## src/rtl/rs_entry_alloc.sv

```systemverilog
// rs_entry_alloc: reservation-station entry allocator; feeds free entries to the priority selector and consumes its grants.
// Latency: alloc_ok/alloc_idx are combinational from the grant lines; busy/free_cnt update one edge later.
// Backpressure: dispatch_stall (registered state plus reset only) holds the whole dispatch bundle when fewer than REQS entries are free.
// Optional feature macro: RS_ALLOC_RELEASE_BYPASS_EN -- entries released this cycle may be reallocated this cycle.
// The release input is named release_vec because "release" is a reserved word in SystemVerilog.
module rs_entry_alloc #(
  parameter  int WIDTH = 16,
  parameter  int REQS  = 3,
  localparam int IDX_W = $clog2(WIDTH),
  localparam int CNT_W = $clog2(WIDTH + 1)
) (
  input  logic                    clock,
  input  logic                    reset,
  input  logic                    squash,
  input  logic [REQS-1:0]         dispatch_valid,
  input  logic [WIDTH-1:0]        release_vec,
  input  logic [WIDTH*REQS-1:0]   psel_gnt_bus,
  output logic [WIDTH-1:0]        psel_req,
  output logic                    psel_en,
  output logic [REQS-1:0]         alloc_ok,
  output logic [REQS*IDX_W-1:0]   alloc_idx,
  output logic                    dispatch_stall,
  output logic [WIDTH-1:0]        busy,
  output logic [CNT_W-1:0]        free_cnt
);

  logic [WIDTH-1:0] alloc_mask;
  logic [WIDTH-1:0] busy_nxt;
  logic [WIDTH-1:0] gnt_line;
  logic [IDX_W-1:0] enc;

  function automatic logic [CNT_W-1:0] popcnt(input logic [WIDTH-1:0] v);
    logic [CNT_W-1:0] c;
    c = '0;
    for (int k = 0; k < WIDTH; k++) c = c + CNT_W'(v[k]);
    return c;
  endfunction

  // Request vector and stall: both derive only from registered occupancy (and release under bypass), never from dispatch_valid.
`ifdef RS_ALLOC_RELEASE_BYPASS_EN
  logic [CNT_W:0] avail_cnt;
  always_comb begin
    psel_req       = ~busy | release_vec;
    avail_cnt      = {1'b0, free_cnt} + {1'b0, popcnt(release_vec)};
    dispatch_stall = reset | (avail_cnt < (CNT_W+1)'(REQS));
  end
`else
  always_comb begin
    psel_req       = ~busy;
    dispatch_stall = reset | (free_cnt < CNT_W'(REQS));
  end
`endif

  assign psel_en = ~reset;

  // Accept each slot with a live grant, binary-encode its grant line and collect the allocation mask.
  always_comb begin
    alloc_ok   = '0;
    alloc_idx  = '0;
    alloc_mask = '0;
    gnt_line   = '0;
    enc        = '0;
    for (int i = 0; i < REQS; i++) begin
      gnt_line = psel_gnt_bus[i*WIDTH +: WIDTH];
      enc      = '0;
      for (int j = 0; j < WIDTH; j++) begin
        if (gnt_line[j]) enc = enc | IDX_W'(j);
      end
      if (dispatch_valid[i] && !dispatch_stall && !squash && (|gnt_line)) begin
        alloc_ok[i]                  = 1'b1;
        alloc_idx[i*IDX_W +: IDX_W]  = enc;
        alloc_mask                   = alloc_mask | gnt_line;
      end
    end
  end

  // Allocation is applied after release so a bypassed same-entry release/alloc leaves the entry busy.
  always_comb begin
    busy_nxt = (busy & ~release_vec) | alloc_mask;
  end

  // Occupancy register: reset and squash both clear everything; free_cnt tracks the new busy map.
  always_ff @(posedge clock) begin
    if (reset || squash) begin
      busy     <= '0;
      free_cnt <= CNT_W'(WIDTH);
    end else begin
      busy     <= busy_nxt;
      free_cnt <= CNT_W'(WIDTH) - popcnt(busy_nxt);
    end
  end

`ifndef SYNTHESIS
  // Grant lines must be one-hot or zero outside reset (the selector floods all ones during reset).
  always_ff @(posedge clock) begin
    if (!reset) begin
      for (int i = 0; i < REQS; i++) begin
        assert ($onehot0(psel_gnt_bus[i*WIDTH +: WIDTH]))
          else $error("rs_entry_alloc: grant line %0d has more than one bit set", i);
      end
    end
  end
`endif

endmodule

```

## config.mk

```make
export PLATFORM = sky130hd
export DESIGN_NAME = rs_entry_alloc
export DESIGN_NICKNAME = d
export VERILOG_FILES = /design/src/rtl/rs_entry_alloc.sv
export SDC_FILE = /design/constraint.sdc
export NUM_CORES = 1
export LEC_CHECK = 0
export ABC_AREA = 1
export CAP_MARGIN = 30
export CORE_AREA = 2 2 74 76
export CTS_CLUSTER_SIZE = 12
export DETAILED_ROUTE_END_ITERATION = 8
export DIE_AREA = 0 0 76 78
export PLACE_DENSITY = 0.95
export SYNTH_ARGS = -nofsm -noshare
export SYNTH_HDL_FRONTEND = slang
export SYNTH_SLANG_ARGS = --single-unit
export TNS_END_PERCENT = 1
```

## constraint.sdc

```tcl
create_clock -name clock -period 16.9 [get_ports clock]
set_input_delay 3.38 -clock clock [delete_from_list [all_inputs] [get_ports clock]]
set_output_delay 3.38 -clock clock [all_outputs]
set_load 0.05 [all_outputs]
```

==> results of run 1 <==
-- through the flow --
| step | utilization (%) | setup WS [ns] | instances |
|---|---|---|---|
| finish | 66.3 | 7.65 | 501 |
| floorplan | - | 8.45 | 312 |
| detailed placement | 65.4 | 7.67 | 497 |
| global placement | 65.4 | 7.77 | 497 |
| global route | 66.3 | 7.49 | 501 |
| CTS | 66.3 | 7.67 | 501 |
-- metal layers --
| metal | part of all wire, % | global-route usage (%) |
|---|---|---|
| met1 | 42 | 30.3 |
| met2 | 49 | 45.2 |
| met3 | 7.7 | 4.65 |
| met4 | 1.3 | 7.45 |
| met5 | 0 | 0 |
-- tightest hold or removal path, stage by stage (launching register included) --
cell and delay (ns):
dfxtp_1 0.32, inv_1 0.06, or2_2 0.10, nand2_1 0.06, nor2_2 0.11, nor2_1 0.04
-- area by class of cell --
type	instances	area [µm²]
Inverter	50	189
Sequential cell	21	420
Fill cell	427	1700
Tap cell	70	87.6
Multi-Input combinational cell	233	1370
Timing Repair Buffer	123	1230
Clock inverter	1	5.00
Clock buffer	3	41.3
-- how the worst max path moves through the flow --
stage	start	endpoint	slack (ns)	cells past startpoint
6_report	reset	alloc_idx[6]	7.65	9
5_1_grt	reset	alloc_idx[6]	7.49	9
4_1_cts	reset	alloc_idx[0]	7.67	9
3_5_place_dp	reset	alloc_idx[0]	7.67	9
3_3_place_gp	reset	alloc_idx[6]	7.77	9
2_1_floorplan	reset	alloc_idx[1]	8.45	8
-- state kept, by name, indices dropped and copies added, names as in the netlist --
signal,count
busy,16
free_cnt,5
-- power breakdown --
part / switching, µW / internal [µW]
combinational: 127 / 91.9
clock: 17.2 / 16.5
sequential: 2.75 / 55.0
total: 147 / 163
-- cell usage in the layout, fill, tap and decap left out, drive strengths merged --
master           n
a41oi            5
fa              11
clkdlybuf4s50  123
nor4             6
nand3           49
inv             49
nor2            73
o21ai            1
clkbuf           3
clkinv           2
a21o             1
dfxtp           21
or2             16
ha              11
nand3b           1
nand2           56
a21oi            3
-- cell families (layout without fill, tap and decap cells) --
kind of cell | count (synthesis) | count (layout)
adder cells (fa/ha/maj) | 22 | 22
AO/OA/AOI/OAI | 10 | 10
AND/OR/NAND/NOR | 201 | 201
flip-flops | 21 | 21
buffers and inverters | 58 | 177
==> out/qor.yml, run 1 <==
synthesis:
  ys_seq_area_share_pct: 20.5
  synth_edf_count: 0
  synth_seq_cells: 21
  synth.top_cells.by_count: "55 x nor2_1, 51 x nand2_1, 48 x nand3_1"
  synth_top_family_by_area: "simple AND/OR/NAND/NOR gates"
  synth.cell_area_mm2: 0.00205
  synth_xor_area_share_pct: 0
  ys_async_sr_fraction_pct: 0
  post-synth-top-count-cell: "nor2_1"
  synth_compound_area_share_pct: 3.48
  yosysTopAreaCell: "dfxtp_1"
  syn-num-nets: 404
  avgSynthCellArea_um2: 6.56
  yosys.area_share.simple_pct: 45.9
  netlist_instances: 312
  synth_fa_ha_area_share_pct: 17.5
  synthTopCellsByArea: "dfxtp_1 21%, nand3_1 12%, fa_1 11%"
  ys.warnings.count: 0
  synthMuxAreaShare_pct: 0
  synth_top_area_share_pct: 20.5
  ys_types: 23
  synthFlopType: "dfxtp_1"
floorplanning:
  boundaryPins: 124
  die_h_um: 78
  initial_core_util_pct: 40.6
  num_rows: 26
  die_w_um: 76
  die-area_mm2: 0.00593
  core-area_mm2: 0.00504
clocking:
  postCtsSetupRepairBufs: 0
  clk_latency_ns: 0.27
  clock_path_buffers: 2
  clk_pin_slew_ns: 0.07
  hold_buffers: 0
  cts_resized: 0
  cts_tree: "done"
  cts_sinks: 21
  cts-buffers-inserted: 3
  cts_root_buffer: "clkbuf_8"
  h-tree-depth: 1
power:
  peakVddDrop_mv: 0.113
  powerDensity_mw_per_mm2: 92.7
  finalPower_uw: 310
  p_leak_uw: 0.00153
critical_path:
  rrSetupSlack_ns: 11.82
  critPathTopFamily: "buffers and inverters"
  cp_cell_sequence: "clkdlybuf4s50_1 > inv_2 > nand2_2 > nor2_1 > nand2_1 > inv_2 > nand2_1 > a41oi_1 > clkdlybuf4s50_1"
  critical_path_class: "primary input to output pin"
  worstSetupStartpointType: "primary input"
  end_kind: "output pin"
  regToRegEndpoint: "free_cnt[4]"
  reg2reg_from: "free_cnt[4]"
  critPathBufInv: 4
  cp.required_ns: 13.52
  worst_ep_arrival_time_ns: 5.87
  crit_slowest_cell: "clkdlybuf4s50_1"
  worst_path_largest_cell_delay_ns: 0.84
  cp_max_fo: 23
  r2r_cells: 22
routing:
  drc: 0
  drt_wl_total_um: 7330
  viasPerCell: 4.98
  antenna_left: 0
  vias: 2496
  drt_iter0_drc: 195
  dr.pass1.iters: 6
  wire_per_inst_um: 14.6
sta:
  skew_ns: 0.00712
  hold-worst-slack_ns: 0.741
  fmax_mhz: 108
  tightestPinTransition_ns: 0.511
  slew_headroom_pct: 65.8
  finalCriticalPeriod_ns: 9.25
  finalCritPeriodShare_pct: 54.7
  setup-tns-final_ns: 0
  slew_violations: 0
  hold_violations: 0
  rsz0062_at_grt: "false"
  setup_viol: 0
grt:
  grt_pass1_vias: 2472
  grt_pass1_wl_um: 11800
  grt_max_degree: 24
  grt.total_usage_pct: 25.0
  antenna_found_initial: 0
  gr-total-overflow: 0
place:
  io_buffers: 123
  dp_hpwl_um: 6160
  place_area_mm2: 0.00330
  gp_congestion: 0.897
run:
  maxCapViolCount: 0
cells_and_area:
  fin_area_mm2: 0.00334
  diodes: 0
  area_growth_pct: 63.3
  drive_above_1_share_pct: 11.4
  fin_nets: 524
min_path:
  hold_path_end: "busy[8]"
  worstHoldStart: "busy[8]"
  worstHoldPathCells: 5
  min_path_type: "flop to flop"
run_status:
  outcome: "finished, final reports clean"
No activity file was read; power rests on OpenSTA's default activity.
==> inputs of run 2 (changes only) <==
--- a/config.mk
+++ b/config.mk
@@ -7,11 +7,11 @@
 export LEC_CHECK = 0
 export ABC_AREA = 1
 export CAP_MARGIN = 30
-export CORE_AREA = 2 2 74 76
+export CORE_AREA = 2 2 77 79
 export CTS_CLUSTER_SIZE = 12
 export DETAILED_ROUTE_END_ITERATION = 8
-export DIE_AREA = 0 0 76 78
-export PLACE_DENSITY = 0.95
+export DIE_AREA = 0 0 79 81
+export PLACE_DENSITY = 0.89
 export SYNTH_ARGS = -nofsm -noshare
 export SYNTH_HDL_FRONTEND = slang
 export SYNTH_SLANG_ARGS = --single-unit
==> constraint.sdc (replaced) <==
create_clock -name clock -period 9 [get_ports clock]
set_input_delay 1.8 -clock clock [delete_from_list [all_inputs] [get_ports clock]]
set_output_delay 1.8 -clock clock [all_outputs]
set_load 0.05 [all_outputs]
==> out/qor.yml, run 2 (synthesis results as in run 1) <==
sta:
  setup-tns-final_ns: 0  # unchanged
  skew_ns: 0.0123  # +0.00513 ns
  setup_ws_ns: 2.12  # -5.54 ns
  hold_violations: 0  # unchanged
  finalCriticalPeriod_ns: 6.88
  slew_violations: 0  # unchanged
  slew_headroom_pct: 63.2  # -2.6 points
  fmax_mhz: 145
  finalCritPeriodShare_pct: 76.5
  rsz0062_at_grt: "false"
  setup_viol: 0  # unchanged
  tightestPinTransition_ns: 0.550  # +0.0388 ns
critical_path:
  worst_path_largest_cell_delay_ns: 0.54  # -0.30 ns
  crit_slowest_cell: "fa_1"
  critical_path_class: "primary input to flop"
  end_kind: "flop"
  path_common_cell: "fa_1"
  cp.required_ns: 9.22  # -4.30 ns
  worstSetupStartpointType: "primary input"
  cp_cell_sequence: "clkdlybuf4s50_1 > inv_2 > nand2_2 > nor2_1 > nand2_2 > clkinv_2 > nand3_1 > nand2_1 > nor2_2 > inv_1 > fa_1 > ha_1 > fa_1 > fa_1 > inv_1 > fa_1 > inv_1 > fa_1 > inv_1 > ha_1 > inv_1 > fa_1 > o21ai_0 > a21o_1"
  worst_ep_arrival_time_ns: 7.10  # +1.23 ns
  cp_max_fo: 23  # unchanged
clocking:
  clock_path_buffers: 2  # unchanged
  cts_sinks: 21  # unchanged
  cts_resized: 0  # unchanged
  cts_tree: "done"
  h-tree-depth: 1  # unchanged
  cts_root_buffer: "clkbuf_8"
  cts-buffers-inserted: 3  # unchanged
  hold_buffers: 0  # unchanged
  clk_pin_slew_ns: 0.08  # about the same
  postCtsSetupRepairBufs: 0  # unchanged
  clk_latency_ns: 0.27  # about the same
cells_and_area:
  diodes: 0  # unchanged
  drive_above_1_share_pct: 11.1  # -0.23 points
  final_cell_count_no_fill: 506  # +1.0%
  utilization_pct: 59.0  # -7.3 points
  layout_commonest_cell: "clkdlybuf4s50_1"
  largest_reg_flops: 16  # unchanged
  fillers: 499  # +17%
  final_cell_mix: "123 x clkdlybuf4s50_1, 55 x nor2_1, 51 x nand2_1, 48 x nand3_1, 46 x inv_1"
  largest_register: "busy"
  fin_nets: 524  # unchanged
  regArea_um2: 420  # unchanged
  multi_input_area_mm2: 0.00137  # unchanged
  area_growth_pct: 63.5
  top_regs: "busy (16), free_cnt (5)"
routing:
  antenna_left: 0  # unchanged
  vias: 2516  # +0.80%
  drc: 0  # unchanged
  viasPerCell: 4.97  # -0.19%
  drt_iter0_drc: 200  # +2.6%
  drt_wl_total_um: 7180  # -2.0%
  dr.pass1.iters: 5  # -1
  wire_per_inst_um: 14.2  # -3.0%
floorplanning:
  die-area_mm2: 0.00640  # +7.9%
  die_w_um: 79  # +3.9%
  boundaryPins: 124  # unchanged
  die_h_um: 81  # +3.8%
  core-area_mm2: 0.00568  # +13%
  initial_core_util_pct: 36.1  # -4.5 points
  num_rows: 28  # +7.7%
place:
  dp_cells: 502  # +1.0%
  gp_congestion: 0.939  # +4.7%
  pre_cts_slack_ns: 1.87  # -5.80 ns
  io_buffers: 123  # unchanged
  dp_hpwl_um: 6130  # -0.49%
run_status:
  outcome: "finished, final reports clean"
run:
  maxCapViolCount: 0  # unchanged
power:
  p_leak_uw: 0.00152  # -0.18%
  peakVddDrop_mv: 0.168  # +50%
  powerDensity_mw_per_mm2: 172  # +85%
grt:
  antenna_found_initial: 0  # unchanged
  grt_pass1_wl_um: 10800  # -8.7%
  grt.total_usage_pct: 21.1  # -3.9 points
  grt_max_degree: 24  # unchanged
  grt_pass1_vias: 2341  # -5.3%
  gr-total-overflow: 0  # unchanged
min_path:
  min_path_type: "flop to flop"
-- run 2: cell types whose count changed in the layout (fill, tap and decap cells not counted) --
cell and change:
clkbuf_1 +1, clkinv_2 -1
-- run 2: cell type report --
cell class                      instances  area share [%]
Clock buffer                            4            1.34
Inverter                               50            5.64
Multi-Input combinational cell        233            40.9
Sequential cell                        21            12.6
Tap cell                               75            2.80
Timing Repair Buffer                  123            36.8
-- run 2: per-layer routing --
| layer | vias up | track usage, % | routed length, µm |
|---|---|---|---|
| met5 | - | 0 | 0 |
| met1 | 1136 | 25.5 | 3000 |
| met2 | 147 | 40.2 | 3560 |
| met4 | 0 | 5.17 | 143 |
| met3 | 15 | 2.22 | 478 |
| li1 | 1218 | - | - |
-- run 2: metrics by stage --
step / total power (µW) / hold slack (ns) / cell area (µm²)
floorplan: 389 / 1.15 / 2050
global placement: 498 / 0.731 / 3300
detailed placement: 520 / 0.743 / 3300
CTS: 583 / 0.757 / 3350
global route: 633 / 0.793 / 3350
finish: 576 / 0.764 / 3350
-- run 2: report_power, final --
part | total (µW) | switching, µW | internal [µW]
sequential | 108 | 5.14 | 103
combinational | 405 | 234 | 171
clock | 62.1 | 30.5 | 31.6
total | 576 | 270 | 306
-- run 2: path summary, 6_finish.rpt --
| path | from | end | slack, ns | cells after the start |
|---|---|---|---|---|
| worst min register to register | busy[13] | busy[13] | 0.76 | 5 |
| worst min-delay path | busy[13] | busy[13] | 0.76 | 5 |
| worst max register to register | free_cnt[4] | free_cnt[4] | 3.97 | 22 |
| worst max-delay path | reset | free_cnt[4] | 2.12 | 24 |
-- run 2: critical path, delay by kind of cell --
| family | cells | cell delay [ns] |
|---|---|---|
| buffers and inverters | 8 | 1.08 |
| AO/OA/AOI/OAI | 2 | 0.26 |
| AND/OR/NAND/NOR | 6 | 0.93 |
| adder cells (fa/ha/maj) | 8 | 3.04 |
==> inputs of run 3 (changes only) <==
--- a/config.mk
+++ b/config.mk
@@ -7,11 +7,11 @@
 export LEC_CHECK = 0
 export ABC_AREA = 1
 export CAP_MARGIN = 30
-export CORE_AREA = 2 2 77 79
+export CORE_AREA = 2 2 81 83
 export CTS_CLUSTER_SIZE = 12
 export DETAILED_ROUTE_END_ITERATION = 8
-export DIE_AREA = 0 0 79 81
-export PLACE_DENSITY = 0.89
+export DIE_AREA = 0 0 83 85
+export PLACE_DENSITY = 0.85
 export SYNTH_ARGS = -nofsm -noshare
 export SYNTH_HDL_FRONTEND = slang
 export SYNTH_SLANG_ARGS = --single-unit
==> constraint.sdc (replaced) <==
create_clock -name clock -period 5.95 [get_ports clock]
set_input_delay 1.19 -clock clock [delete_from_list [all_inputs] [get_ports clock]]
set_output_delay 1.19 -clock clock [all_outputs]
set_load 0.05 [all_outputs]
==> out/qor.yml, run 3 (synthesis results as in run 1) <==
critical_path:
  cp_max_fo: 4  # -83%
  r2r_cells: 24  # +9.1%
  critical_path_class: "primary input to flop"
  end_kind: "flop"
  regToRegEndpoint: "free_cnt[3]"
  cp.required_ns: 6.11  # -3.11 ns
  reg2reg_from: "free_cnt[4]"
  setup.worst_path.start: "psel_gnt_bus[22]"
  rrSetupSlack_ns: 0.75  # -3.22 ns
  worstSetupStartpointType: "primary input"
  worst_ep_arrival_time_ns: 6.25  # -0.85 ns
  endpoint: "free_cnt[3]"
grt:
  grt_max_degree: 21  # -13%
  gr-total-overflow: 0  # unchanged
  grt.total_usage_pct: 23.0  # +1.8 points
  antenna_found_initial: 0  # unchanged
  grt_pass1_wl_um: 13300  # +23%
  grt_pass1_vias: 2877  # +23%
cells_and_area:
  layout_commonest_cell: "buf_4"
  drive_above_1_share_pct: 37.6  # +26 points
  largest_reg_flops: 16  # unchanged
  multi_input_area_mm2: 0.00158  # +15%
  largest_register: "busy"
  diodes: 0  # unchanged
  regArea_um2: 420  # unchanged
  top_regs: "busy (16), free_cnt (5)"
  fillers: 386  # -23%
  area_growth_pct: 118
  fin_nets: 641  # +22%
  final_cell_mix: "111 x buf_4, 110 x clkdlybuf4s50_1, 46 x nand3_1, 42 x nand2_1, 41 x inv_1"
clocking:
  cts-buffers-inserted: 3  # unchanged
  clock_path_buffers: 2  # unchanged
  clk_latency_ns: 0.27  # about the same
  clk_pin_slew_ns: 0.08  # about the same
  h-tree-depth: 1  # unchanged
  cts_tree: "done"
  hold_buffers: 0  # unchanged
  cts_root_buffer: "clkbuf_8"
  cts_sinks: 21  # unchanged
power:
  p_leak_uw: 0.00224  # +47%
  peakVddDrop_mv: 0.263  # +56%
  finalPower_uw: 1070  # +85%
  powerDensity_mw_per_mm2: 238  # +39%
sta:
  finalCriticalPeriod_ns: 6.09
  slew_violations: 0  # unchanged
  skew_ns: 0.00711  # -0.00514 ns
  setup_viol: 2  # +2
  fmax_mhz: 164
  tightestPinTransition_ns: 0.547  # -0.00302 ns
  setup_ws_ns: -0.139  # -2.25 ns
  slew_headroom_pct: 63.4  # +0.20 points
  hold_violations: 0  # unchanged
  finalCritPeriodShare_pct: 102
routing:
  drt_wl_total_um: 10800  # +51%
  drt_iter0_drc: 307  # +54%
  viasPerCell: 5.27  # +6.0%
  vias: 3295  # +31%
  drc: 0  # unchanged
  wire_per_inst_um: 17.4  # +22%
  dr.pass1.iters: 5  # unchanged
  antenna_left: 0  # unchanged
run_status:
  outcome: "complete, but fails checks"
  violations: "negative setup slack"
place:
  pre_cts_slack_ns: -0.315  # -2.18 ns
  gp_congestion: 0.976  # +3.9%
  dp_hpwl_um: 7030  # +15%
  io_buffers: 123  # unchanged
floorplanning:
  boundaryPins: 124  # unchanged
  num_rows: 29  # +3.6%
  die_h_um: 85  # +4.9%
  die-area_mm2: 0.00706  # +10%
  die_w_um: 83  # +5.1%
  initial_core_util_pct: 33.0  # -3.1 points
  core-area_mm2: 0.00620  # +9.3%
run:
  maxCapViolCount: 0  # unchanged
min_path:
  min_path_type: "flop to flop"
==> run 3: what timing repair did <==
item                                    CTS  global route
hold endpoints to repair                  0             0
gates cloned                              0             4
endpoints found under the setup margin    2             2
pin swaps                                 4            40
buffers inserted                          1            25
resized for setup                         6            71
==> run 3: stage by stage <==
| stage | instances | util [%] | hold slack, ns | TNS [ns] | area, µm² |
|---|---|---|---|---|---|
| after detailed placement | 591 | 63.8 | 0.752 | -0.588 | 3960 |
| after global routing | 625 | 72.1 | 0.827 | -0.511 | 4470 |
| after CTS | 596 | 65.0 | 0.763 | 0 | 4030 |
| after floorplan | 312 | - | 1.15 | 0 | 2050 |
| final | 625 | 72.1 | 0.780 | -0.213 | 4470 |
| after global placement | 591 | 63.8 | 0.746 | -0.274 | 3960 |
==> run 3: how the worst min path moves through the flow <==
stage | end | start | depth (start not counted)
6_report | busy[0] | busy[0] | 5
2_1_floorplan | busy[15] | free_cnt[2] | 7
3_5_place_dp | busy[0] | busy[0] | 5
5_1_grt | busy[0] | busy[0] | 5
4_1_cts | busy[0] | busy[0] | 5
3_3_place_gp | busy[14] | busy[14] | 5
==> run 3: routing by layer <==
metal	track usage (%)	vias up	part of all wire [%]
li1	-	1453	-
met1	26.0	1522	36
met2	43.0	249	49
met3	4.18	71	8.8
met4	8.35	0	6.6
met5	0	-	0
==> run 3: critical path: stages <==
cell	delay, ns
clkdlybuf4s50_1	0.49
nor2_2	0.19
nand2_1	0.12
nor2_4	0.17
nand2_4	0.09
buf_4	0.15
nand3_1	0.10
nand2_1	0.10
nor2_2	0.16
inv_2	0.05
fa_1	0.53
inv_1	0.07
ha_2	0.20
ha_4	0.26
inv_1	0.07
fa_2	0.58
inv_2	0.05
fa_2	0.35
inv_2	0.07
fa_1	0.42
inv_1	0.08
ha_1	0.14
inv_1	0.05
fa_2	0.51
nor2_1	0.05
==> run 3: area by class of cell <==
type	count	area share [%]
Clock buffer	3	0.923
Clock inverter	1	0.112
Inverter	50	4.36
Multi-Input combinational cell	235	35.3
Sequential cell	21	9.40
Tap cell	77	2.15
Timing Repair Buffer	236	47.4
Timing Repair inverter	2	0.336
==> run 3: report_power, final <==
part	internal [µW]	switching, µW	leakage [µW]
combinational	358	446	0.00204
sequential	156	8.61	0.000171
clock	46.8	50.4	0.0000255
